[src/rtl/fetch_pkg.sv]
// Shared types and helpers for the instruction fetch stage.
package fetch_pkg;

  localparam int          DEF_DBITS       = 32;
  localparam int          DEF_INSTR_BYTES = 4;
  localparam logic [31:0] DEF_START_PC    = 32'h40;

  typedef struct packed {
    logic [DEF_DBITS-1:0] pc;
    logic [DEF_DBITS-1:0] instr;
  } fetch_entry_t;

  // Clears the sub-instruction offset bits; instrBytes must be a power of 2.
  function automatic logic [63:0] align_pc(input logic [63:0] addr, input int instrBytes);
    return addr & ~(64'(instrBytes) - 64'd1);
  endfunction

endpackage

[src/rtl/fetch_if.sv]
// Fetch-stage boundary: redirect in, imem request/response, decode-side queue head.
interface fetch_if #(parameter int DBITS = 32);

  logic             redirect;
  logic [DBITS-1:0] redirect_target;
  logic             imem_req;
  logic [DBITS-1:0] imem_addr;
  logic             imem_gnt;
  logic             imem_rvalid;
  logic [DBITS-1:0] imem_rdata;
  logic             out_valid;
  logic             out_ready;
  logic [DBITS-1:0] out_instr;
  logic [DBITS-1:0] out_pc;
  logic [DBITS-1:0] out_pc_plus;

  modport master (
    input  redirect, redirect_target, imem_gnt, imem_rvalid, imem_rdata, out_ready,
    output imem_req, imem_addr, out_valid, out_instr, out_pc, out_pc_plus
  );

  modport slave (
    output redirect, redirect_target, imem_gnt, imem_rvalid, imem_rdata, out_ready,
    input  imem_req, imem_addr, out_valid, out_instr, out_pc, out_pc_plus
  );

endinterface

[src/rtl/fetch_queue.sv]
// In-order FIFO, push visible at head next cycle; flush beats push/pop.
// No backpressure of its own: the producer must not push while full.
module fetch_queue import fetch_pkg::*; #(
  parameter int  DEPTH = 4,
  parameter type T     = fetch_entry_t
) (
  input  logic                   clk,
  input  logic                   reset,
  input  logic                   push,
  input  logic                   pop,
  input  logic                   flush,
  input  T                       pushData,
  output T                       headData,
  output logic [$clog2(DEPTH):0] count,
  output logic                   empty,
  output logic                   full
);

  localparam int AW = $clog2(DEPTH);

  T               mem [DEPTH];
  logic [AW-1:0]  rdPtr;
  logic [AW-1:0]  wrPtr;
  logic           doPush;
  logic           doPop;

  assign empty  = (count == '0);
  assign full   = (count == (AW+1)'(DEPTH));
  assign doPush = push & ~full;
  assign doPop  = pop & ~empty;

  always_ff @(posedge clk or negedge reset) begin
    if (!reset) begin
      rdPtr <= '0;
      wrPtr <= '0;
      count <= '0;
    end else if (flush) begin
      rdPtr <= '0;
      wrPtr <= '0;
      count <= '0;
    end else begin
      if (doPush) wrPtr <= wrPtr + AW'(1);
      if (doPop)  rdPtr <= rdPtr + AW'(1);
      count <= count + (AW+1)'(doPush) - (AW+1)'(doPop);
    end
  end

  always_ff @(posedge clk) begin
    if (doPush && !flush) mem[wrPtr] <= pushData;
  end

  assign headData = mem[rdPtr];

endmodule

[src/rtl/fetch_unit.sv]
// PC generation + imem request issue + fetch queue; response-to-out_valid is 1 cycle.
// Requests throttle so queued + live in-flight never exceed FQ_DEPTH; decode stalls via out_ready.
module fetch_unit import fetch_pkg::*; #(
  parameter int               DBITS       = DEF_DBITS,
  parameter logic [DBITS-1:0] START_PC    = DBITS'(DEF_START_PC),
  parameter int               INSTR_BYTES = DEF_INSTR_BYTES,
  parameter int               FQ_DEPTH    = 4
) (
  input logic      clk,
  input logic      reset,
  fetch_if.master  bus
);

  localparam int               CW   = $clog2(FQ_DEPTH) + 1;
  localparam logic [DBITS-1:0] STEP = DBITS'(INSTR_BYTES);

  typedef struct packed {
    logic [DBITS-1:0] pc;
    logic [DBITS-1:0] instr;
  } entry_t;

  logic [DBITS-1:0] pc;
  logic [DBITS-1:0] respPc;
  logic [DBITS-1:0] target;
  logic [CW-1:0]    outstanding;
  logic [CW-1:0]    outstandingNext;
  logic [CW-1:0]    discardCnt;
  logic [CW-1:0]    qCount;
  logic [CW-1:0]    liveInFlight;
  logic [CW:0]      occupancy;
  logic             granted;
  logic             pushEn;
  logic             popEn;
  logic             qEmpty;
  logic             qFull;
  entry_t           pushEntry;
  entry_t           head;

  // Discarded responses are already doomed, so they do not reserve queue space.
  assign liveInFlight    = outstanding - discardCnt;
  assign occupancy       = {1'b0, qCount} + {1'b0, liveInFlight};
  assign bus.imem_req    = reset & ~qFull & (occupancy < (CW+1)'(FQ_DEPTH));
  assign bus.imem_addr   = pc;
  assign granted         = bus.imem_req & bus.imem_gnt;
  assign outstandingNext = outstanding + CW'(granted) - CW'(bus.imem_rvalid);
  assign target          = DBITS'(align_pc(64'(bus.redirect_target), INSTR_BYTES));

  assign pushEn    = bus.imem_rvalid & (discardCnt == '0) & ~bus.redirect;
  assign popEn     = bus.out_valid & bus.out_ready;
  assign pushEntry = '{pc: respPc, instr: bus.imem_rdata};

  always_ff @(posedge clk or negedge reset) begin
    if (!reset) begin
      pc          <= START_PC;
      respPc      <= START_PC;
      outstanding <= '0;
      discardCnt  <= '0;
    end else begin
      outstanding <= outstandingNext;
      if (bus.redirect) begin
        // Everything still in flight after this edge belongs to the old path.
        pc         <= target;
        respPc     <= target;
        discardCnt <= outstandingNext;
      end else begin
        if (granted) pc <= pc + STEP;
        if (bus.imem_rvalid) begin
          if (discardCnt != '0) discardCnt <= discardCnt - CW'(1);
          else                  respPc     <= respPc + STEP;
        end
      end
    end
  end

  fetch_queue #(.DEPTH(FQ_DEPTH), .T(entry_t)) u_queue (
    .clk      (clk),
    .reset    (reset),
    .push     (pushEn),
    .pop      (popEn),
    .flush    (bus.redirect),
    .pushData (pushEntry),
    .headData (head),
    .count    (qCount),
    .empty    (qEmpty),
    .full     (qFull)
  );

  assign bus.out_valid   = ~qEmpty;
  assign bus.out_instr   = head.instr;
  assign bus.out_pc      = head.pc;
  assign bus.out_pc_plus = head.pc + STEP;

  assert property (@(posedge clk) disable iff (!reset) bus.imem_rvalid |-> outstanding != '0);

endmodule

[src/flat_wrapper.sv]
// flat-port wrapper written by rule: the top's interface ports become plain ports
module fetch_unit_flat import fetch_pkg::*;
#(
  parameter int               DBITS       = DEF_DBITS,
  parameter logic [DBITS-1:0] START_PC    = DBITS'(DEF_START_PC),
  parameter int               INSTR_BYTES = DEF_INSTR_BYTES,
  parameter int               FQ_DEPTH    = 4
)
  (clk, reset, bus_redirect, bus_redirect_target, bus_imem_gnt, bus_imem_rvalid, bus_imem_rdata, bus_out_ready, bus_imem_req, bus_imem_addr, bus_out_valid, bus_out_instr, bus_out_pc, bus_out_pc_plus);
  fetch_if #(.DBITS(DBITS)) bus_i ();
  input logic clk;
  input logic reset;
  input wire logic [$bits(bus_i.redirect)-1:0] bus_redirect;
  input wire logic [$bits(bus_i.redirect_target)-1:0] bus_redirect_target;
  input wire logic [$bits(bus_i.imem_gnt)-1:0] bus_imem_gnt;
  input wire logic [$bits(bus_i.imem_rvalid)-1:0] bus_imem_rvalid;
  input wire logic [$bits(bus_i.imem_rdata)-1:0] bus_imem_rdata;
  input wire logic [$bits(bus_i.out_ready)-1:0] bus_out_ready;
  output wire logic [$bits(bus_i.imem_req)-1:0] bus_imem_req;
  output wire logic [$bits(bus_i.imem_addr)-1:0] bus_imem_addr;
  output wire logic [$bits(bus_i.out_valid)-1:0] bus_out_valid;
  output wire logic [$bits(bus_i.out_instr)-1:0] bus_out_instr;
  output wire logic [$bits(bus_i.out_pc)-1:0] bus_out_pc;
  output wire logic [$bits(bus_i.out_pc_plus)-1:0] bus_out_pc_plus;
  assign bus_i.redirect = bus_redirect;
  assign bus_i.redirect_target = bus_redirect_target;
  assign bus_i.imem_gnt = bus_imem_gnt;
  assign bus_i.imem_rvalid = bus_imem_rvalid;
  assign bus_i.imem_rdata = bus_imem_rdata;
  assign bus_i.out_ready = bus_out_ready;
  assign bus_imem_req = bus_i.imem_req;
  assign bus_imem_addr = bus_i.imem_addr;
  assign bus_out_valid = bus_i.out_valid;
  assign bus_out_instr = bus_i.out_instr;
  assign bus_out_pc = bus_i.out_pc;
  assign bus_out_pc_plus = bus_i.out_pc_plus;
  fetch_unit #(.DBITS(DBITS), .START_PC(START_PC), .INSTR_BYTES(INSTR_BYTES), .FQ_DEPTH(FQ_DEPTH)) u_core (.clk(clk), .reset(reset), .bus(bus_i));
endmodule
[config.mk]
export PLATFORM = sky130hd
export DESIGN_NAME = fetch_unit_flat
export DESIGN_NICKNAME = d
export VERILOG_FILES = /design/src/rtl/fetch_pkg.sv /design/src/rtl/fetch_if.sv /design/src/rtl/fetch_queue.sv /design/src/rtl/fetch_unit.sv /design/src/flat_wrapper.sv
export SDC_FILE = /design/constraint.sdc
export NUM_CORES = 1
export LEC_CHECK = 0
export CAP_MARGIN = 20
export CORE_UTILIZATION = 38
export CTS_BUF_LIST = sky130_fd_sc_hd__clkbuf_4 sky130_fd_sc_hd__clkbuf_8
export DETAILED_ROUTE_END_ITERATION = 10
export GPL_ROUTABILITY_DRIVEN = 0
export HOLD_SLACK_MARGIN = 0.08
export PLACE_DENSITY_LB_ADDON = 0.05
export SLEW_MARGIN = 5
export SYNTH_ARGS = -nofsm -noshare
export SYNTH_HDL_FRONTEND = slang
export SYNTH_HIERARCHICAL = 1
export SYNTH_SLANG_ARGS = --single-unit
[constraint.sdc]
create_clock -name clk -period 7.7 [get_ports clk]
set_input_delay 1.54 -clock clk [delete_from_list [all_inputs] [get_ports clk]]
set_output_delay 1.54 -clock clk [all_outputs]
set_load 0.02 [all_outputs]
Word-level counts from Yosys, hierarchy flattened:

Memory sizes are Yosys's and may differ from the RTL's.
Index checks and enable logic that the tools add are counted.

* register bits after elaboration: 77
* bits in latches: 0
* memory bits (writable): 256
* memory bits (read-only): 0
* input port bits: 70
* output and inout port bits: 130
* logic and storage cells: 61
* memories kept: 1

Memory list
* u_core.u_queue.mem: words 4, bits a word 64, read ports 1, clocked after Yosys merged registers in 0, wr ports 1, RTL line fetch_queue.sv:21 `T mem [DEPTH];`

* add/subtract/negate cells: 12
* multiply operators: 0
* divide/modulo/power cells: 0
* order comparisons: 1
* equality and inequality tests: 2
* shift-type cells: 0
* multiplexer cells: 15
* bitwise gates (word level): 11
* reduce and logical (&&, ||, !) cells: 12

Operators with widths (count)
* $mux 32: 5
* $add 32x3->32 const B: 3
* $mux 3: 4
* $reduce_bool 2->1: 5
* $and 1x1->1: 8
* $mux 2: 4
* $add 3x1->3: 2
* $logic_not 3->1: 2
* $sub 3x1->3: 2
* $add 2x1->2 const B: 2
* $add 3x3->4: 1
* $lt 4x3->1 const B: 1
* $reduce_and 2->1: 2
* $eq 3x3->1 const B: 1
* $not 1->1: 3
* $reduce_bool 3->1: 1
* $sub 3x1->3 const B: 1
* $sub 3x3->3: 1
* $mux 1: 2
* $ne 2x2->1 const B: 1
* $logic_and 1x1->1: 1
* $logic_not 1->1: 1

Longest topological paths before layout:

* depth after elaboration: 8
* mapped depth: 18
* gate-level depth less buffers: 18

Hierarchy:

Netlist, hierarchy kept.

By module, submodules not included
* fetch_queue: instances 1, cells each 382, area each 9684.3 um2, sequential area each 7862.5 um2
* fetch_unit: instances 1, cells each 554, area each 4902.2 um2, sequential area each 1654.1 um2

Worst setup path before layout:

Ideal clock, no wire load.

* kind: input -> register
* from: input port bus_redirect
* to: memory u_core/u_queue/mem[0][0] (netlist name), enable pin
* setup time: 0.578 ns
* arrival time: 6.963 ns
* data required time: 7.122 ns
* slack: 0.159 ns
* cell stages on the path: 6
* buffers on the path: 3
* path through: clkbuf_1 > clkbuf_1 > nor2_1 > nand2b_1 > buf_2 > nor3b_1

* word-level cells in the longest chain between the ends: 6
* elaborated cells between the ends (all ways): 7
* classes of those cells: mux (2); bitwise (3); reduce/logical (2)

RTL lines
* start: declaration: RTL line flat_wrapper.sv:13 `input wire logic [$bits(bus_i.redirect)-1:0] bus_redirect;`
* $not 1->1: RTL line fetch_unit.sv:48 `assign pushEn = bus.imem_rvalid & (discardCnt == '0) & ~bus.redirect;`
* $and 1x1->1: RTL line fetch_unit.sv:48
* net u_core.pushEn: RTL line fetch_unit.sv:32 `logic pushEn;`
* $and 1x1->1: RTL line fetch_queue.sv:29 `assign doPush = push & ~full;`
* $logic_and 1x1->1: RTL line fetch_queue.sv:49 `if (doPush && !flush) mem[wrPtr] <= pushData;`
* $mux 1: RTL line fetch_queue.sv:49
* $mux 1 (implied by the code): RTL line fetch_queue.sv:49
* end: declaration: RTL line fetch_queue.sv:21

The timed path passes the listed nets, and every way through them passes these cells.

Worst setup path in the final report:

* from: register u_core.u_queue.rdPtr[1]
* to: output port bus_out_pc_plus[30]

* word-level cells in the longest chain between the ends: 2

RTL lines
* start: declaration: RTL line fetch_queue.sv:22 `logic [AW-1:0] rdPtr;`
* start signal: assignment: RTL line fetch_queue.sv:43 `if (doPop) rdPtr <= rdPtr + AW'(1);`
* $mem_v2 4x64
* $add 32x3->32: RTL line fetch_unit.sv:91 `assign bus.out_pc_plus = head.pc + STEP;`
* end: declaration: RTL line flat_wrapper.sv:24 `output wire logic [$bits(bus_i.out_pc_plus)-1:0] bus_out_pc_plus;`

Every way passes these cells.

==> PnR_summary.wiki <==
{| class="wikitable"
! Metric !! Value
|-
| Count of input and output buffers || 195
|-
| Max Clk Rate || 164 MHz
|-
| Final Critical Period || 6.11 ns
|-
| Fin crit share || 0.794
|-
| Type of the worst setup path || flip-flop to output pin
|-
| Slowest cell on the critical path || sky130_fd_sc_hd__dfrtp_2
|-
| EDFF count, synth || 256
|-
| Clock H-tree levels || 2
|-
| Number of warnings printed during yosys synthesis || 6
|-
| Via density per instance || 5.31
|-
| Synthesis-to-layout area growth || 25.2%
|-
| Cts-stage hold buffer count || 0
|-
| Total number of nets in the final design || around 1300
|-
| Leakage power of the design || 6.08 nW
|-
| Synth top area cells || sky130_fd_sc_hd__edfxtp_1 53%, sky130_fd_sc_hd__dfrtp_1 12%, sky130_fd_sc_hd__mux4_2 9.9%, sky130_fd_sc_hd__a311oi_1 2.7%, sky130_fd_sc_hd__xnor2_1 1.8%
|-
| Post-synthesis share of cell area spent on full adders, half adders and majority gates || 0.0178
|-
| Post-layout total power || ~0.0044 W
|-
| Most common cell after layout, fill and taps aside || sky130_fd_sc_hd__edfxtp_1
|-
| Root Driver || sky130_fd_sc_hd__clkbuf_8
|-
| Height of the die || 198 um
|-
| Starting DRT DRC Count || 513
|-
| Top fanout value on the critical path || 36
|-
| Slew Limit Headroom || 0.309
|-
| Power density relative to cell area || 240 nW/um^2
|-
| Actual transition at the worst max-transition pin || 1.04 ns
|-
| Final instance area || ~18000 um^2
|-
| Number of synthesized register bits || around 330
|-
| Max Root-Sink Buffers || 3
|-
| First-pass iteration count of the detailed router || 5
|-
| Worst r2r src || u_core/outstanding[0]
|-
| Clock transition at the registers of the reported paths || ~0.060 ns
|-
| Number of antenna violations at the first check in global routing || 0
|-
| Worst path arrival time || approximately 4.6 ns
|-
| Required arrival time at the worst endpoint || 6.16 ns
|-
| Clock latency reported for the late side of the worst-skew pair || approximately 0.60 ns
|-
| I/O pin total || 200
|-
| CTS tree || done
|-
| Placed cell areas || 17100 um^2
|-
| Number of instances in the synthesized netlist || 936
|-
| Reported max-cap violation count || 0
|-
| Reg2reg end || u_core/discardCnt[2]
|-
| Maximum number of pins on one net before global-route repair || 65
|-
| Cell depth of the worst flop-to-flop path || 18
|-
| Setup slack of the most critical reg-to-reg path || 4.00 ns
|-
| Number of antenna repair diodes || 0
|-
| Worst Setup EP || bus_out_pc_plus[30]
|-
| # DRC || 0
|-
| Sequential share of the synthesized area || 0.652
|-
| Number of clock buffers inserted by TritonCTS || 57
|-
| Initial cell density of the core || 0.386
|-
| Cell area after synthesis || 14600 um^2
|-
| Synth Area in Compound Gates || 0.0585
|-
| Synth Area in Simple Gates || 0.111
|-
| Per-cell routed wire length || between 20 and 25 um
|-
| Layout cells sized above 1 || 0.161
|-
| Worst path max stage delay || 0.99 ns
|-
| Buffers plus inverters on the worst setup path || 2
|-
| Most frequent cells in the layout || 256 x sky130_fd_sc_hd__edfxtp_1, 193 x sky130_fd_sc_hd__clkdlybuf4s50_1, 69 x sky130_fd_sc_hd__dfrtp_1
|-
| Min-delay worst type || flip-flop to flip-flop
|-
| Average cell area after synthesis || 15.6 um^2
|-
| Top-area cell type share of the netlist area || 0.527
|-
| Ordered cell list for the critical path || buf_4 -> mux4_2 -> nand3_1 -> nor4_2 -> nand4_1 -> xnor2_1 -> clkdlybuf4s50_1
|-
| DP HPWL || approximately 22000 um
|-
| Total count of max-transition violations in the final report || 0
|-
| Crit path launch type || flip-flop
|-
| Max VDD drop || about 0.13 mV
|-
| Sum of negative setup slack || 0 ns
|-
| Crit path capture type || output pin
|-
| Xor and xnor area share after synthesis || 0.0294
|-
| Setup repair after global routing missed its margin || no
|-
| Fin. Hold Viols || 0
|-
| Setup-failing EPs final || 0
|-
| Crit path max-delay family || buffers and inverters
|-
| Total Routing Usage GR || 0.185
|-
| PostCTS Resize Cnt || 0
|-
| Post-route ant nets || 0
|-
| Area of the placeable core || 37800 um^2
|-
| Cell variety after synth || 62
|-
| Worst setup startpoint || u_core/u_queue/rdPtr[1]
|-
| Total congestion overflow || 0
|-
| Async set or reset register ratio after synthesis || 0.222
|-
| Drt total wl || 35500 um
|-
| Worst Skew || 0.0165 ns
|-
| First-pass GRT wire length || 54900 um
|-
| Number of global-route vias before repair || 9370
|-
| Proportion of synthesized area in mux cells || 0.107
|-
| Floorplan die area || 39200 um^2
|-
| Status || finished clean
|-
| Logic depth of the worst setup path including buffers || 7
|-
| Total vias in the final route || approximately 9100
|-
| Number of clock sinks || between 300 and 400
|-
| Main combinational cell family by area after synthesis || simple AND/OR/NAND/NOR gates
|-
| Die boundary width || between 150 and 200 um
|-
| Library cell occupying the most area in the post-synthesis netlist || sky130_fd_sc_hd__edfxtp_1
|-
| Flip-flop cell with the highest count after synthesis || sky130_fd_sc_hd__edfxtp_1
|-
| Buffers inserted during post-CTS setup optimization || 0
|-
| Row count || 71
|}
## cell type report
cell class	count	area, um^2
Timing Repair Buffer	209	2050
Tap cell	511	639
Clock buffer	72	903
Fill cell	3311	19500
Sequential cell	329	9520
Inverter	24	90.1
Clock inverter	33	277
Multi-Input combinational cell	544	4790
## sequential cells by signal, summed over array words and instances, names as in the netlist
| signal | cells |
|---|---|
| u_core/u_queue/wrPtr | 2 |
| u_core/u_queue/mem | 256 |
| u_core/u_queue/rdPtr | 2 |
| u_core/respPc | 30 |
| u_core/discardCnt | 3 |
| u_core/u_queue/count | 3 |
| u_core/bus.imem_addr | 30 |
| u_core/outstanding | 3 |
## per-stage QoR
stage	hold slack, ns	util	cells	setup slack, ns
after global placement	0.528	0.452	1616	2.06
after detailed placement	0.536	0.452	1616	2.09
final	0.533	0.484	1722	1.59
after floorplan	0.486	-	945	0.159
after global routing	0.561	0.484	1722	1.17
after CTS	0.544	0.484	1721	1.40
## power by group
group / switching, W / total [W] / leakage (nW) / internal (W)
Clock: 0.000704 / 0.00164 / 0.610 / 0.000936
Combinational: 0.000353 / 0.000637 / 2.33 / 0.000284
Sequential: 0.000101 / 0.00211 / 3.14 / 0.00201
Total: 0.00116 / 0.00439 / 6.08 / 0.00323
## worst min path at each step
| stage | startpoint | endpoint | depth (start not counted) |
|---|---|---|---|
| after CTS | u_core/outstanding[2] | u_core/outstanding[2] | 1 |
| final | u_core/outstanding[2] | u_core/outstanding[2] | 1 |
| after global placement | u_core/outstanding[2] | u_core/outstanding[2] | 1 |
| after detailed placement | u_core/outstanding[2] | u_core/outstanding[2] | 1 |
| after floorplan | u_core/outstanding[2] | u_core/outstanding[2] | 1 |
| after global routing | u_core/outstanding[2] | u_core/outstanding[2] | 1 |
## routing by layer
metal	vias up	routed length [um]	track usage
li1	4206	-	-
met1	4578	16500	0.262
met2	282	16000	0.281
met3	70	1980	0.0361
met4	0	984	0.0675
met5	-	0	0
## Yosys cell counts, types with 8 or more instances
cell	n
sky130_fd_sc_hd__edfxtp_1	256
sky130_fd_sc_hd__dfrtp_1	71
sky130_fd_sc_hd__mux4_2	64
sky130_fd_sc_hd__nor2_1	58
sky130_fd_sc_hd__a311oi_1	45
sky130_fd_sc_hd__nand4_1	33
sky130_fd_sc_hd__nand2_1	32
sky130_fd_sc_hd__xnor2_1	30
sky130_fd_sc_hd__nor2b_1	29
sky130_fd_sc_hd__clkbuf_1	27
sky130_fd_sc_hd__nand3_1	24
sky130_fd_sc_hd__inv_1	23
sky130_fd_sc_hd__and3_1	19
sky130_fd_sc_hd__nor4_1	19
sky130_fd_sc_hd__xor2_1	19
sky130_fd_sc_hd__ha_1	16
sky130_fd_sc_hd__nor3_1	13
sky130_fd_sc_hd__o21ai_0	10
sky130_fd_sc_hd__a21oi_1	9
sky130_fd_sc_hd__and4_1	9
sky130_fd_sc_hd__buf_4	9
sky130_fd_sc_hd__buf_2	8
sky130_fd_sc_hd__nor3b_1	8
## cell families (layout without fill, tap and decap cells)
logic type | count (synthesis) | in the layout
AOI/OAI and AO/OA | 106 | 106
xor gates and xnor gates | 49 | 49
adders and majority gates | 19 | 19
buffers and inverters | 72 | 338
DFF | 329 | 329
muxes | 75 | 75
other | 1 | 10
and+or+nand+nor | 285 | 285
## worst register-to-register path: stages, from the launching register on
cell	delay, ns
sky130_fd_sc_hd__dfrtp_1	0.38
sky130_fd_sc_hd__inv_1	0.07
sky130_fd_sc_hd__ha_1	0.13
sky130_fd_sc_hd__inv_1	0.05
sky130_fd_sc_hd__fa_1	0.38
sky130_fd_sc_hd__xor2_1	0.16
sky130_fd_sc_hd__xnor2_1	0.13
sky130_fd_sc_hd__ha_1	0.22
sky130_fd_sc_hd__nor4b_4	0.36
sky130_fd_sc_hd__nand4_1	0.29
sky130_fd_sc_hd__ha_1	0.35
sky130_fd_sc_hd__inv_1	0.05
sky130_fd_sc_hd__ha_1	0.12
sky130_fd_sc_hd__inv_1	0.04
sky130_fd_sc_hd__fa_1	0.38
sky130_fd_sc_hd__xnor2_1	0.15
sky130_fd_sc_hd__xnor2_1	0.14
sky130_fd_sc_hd__nand2_1	0.07
sky130_fd_sc_hd__o21ai_0	0.08
Note: power is estimated with default switching activity, not from simulation.
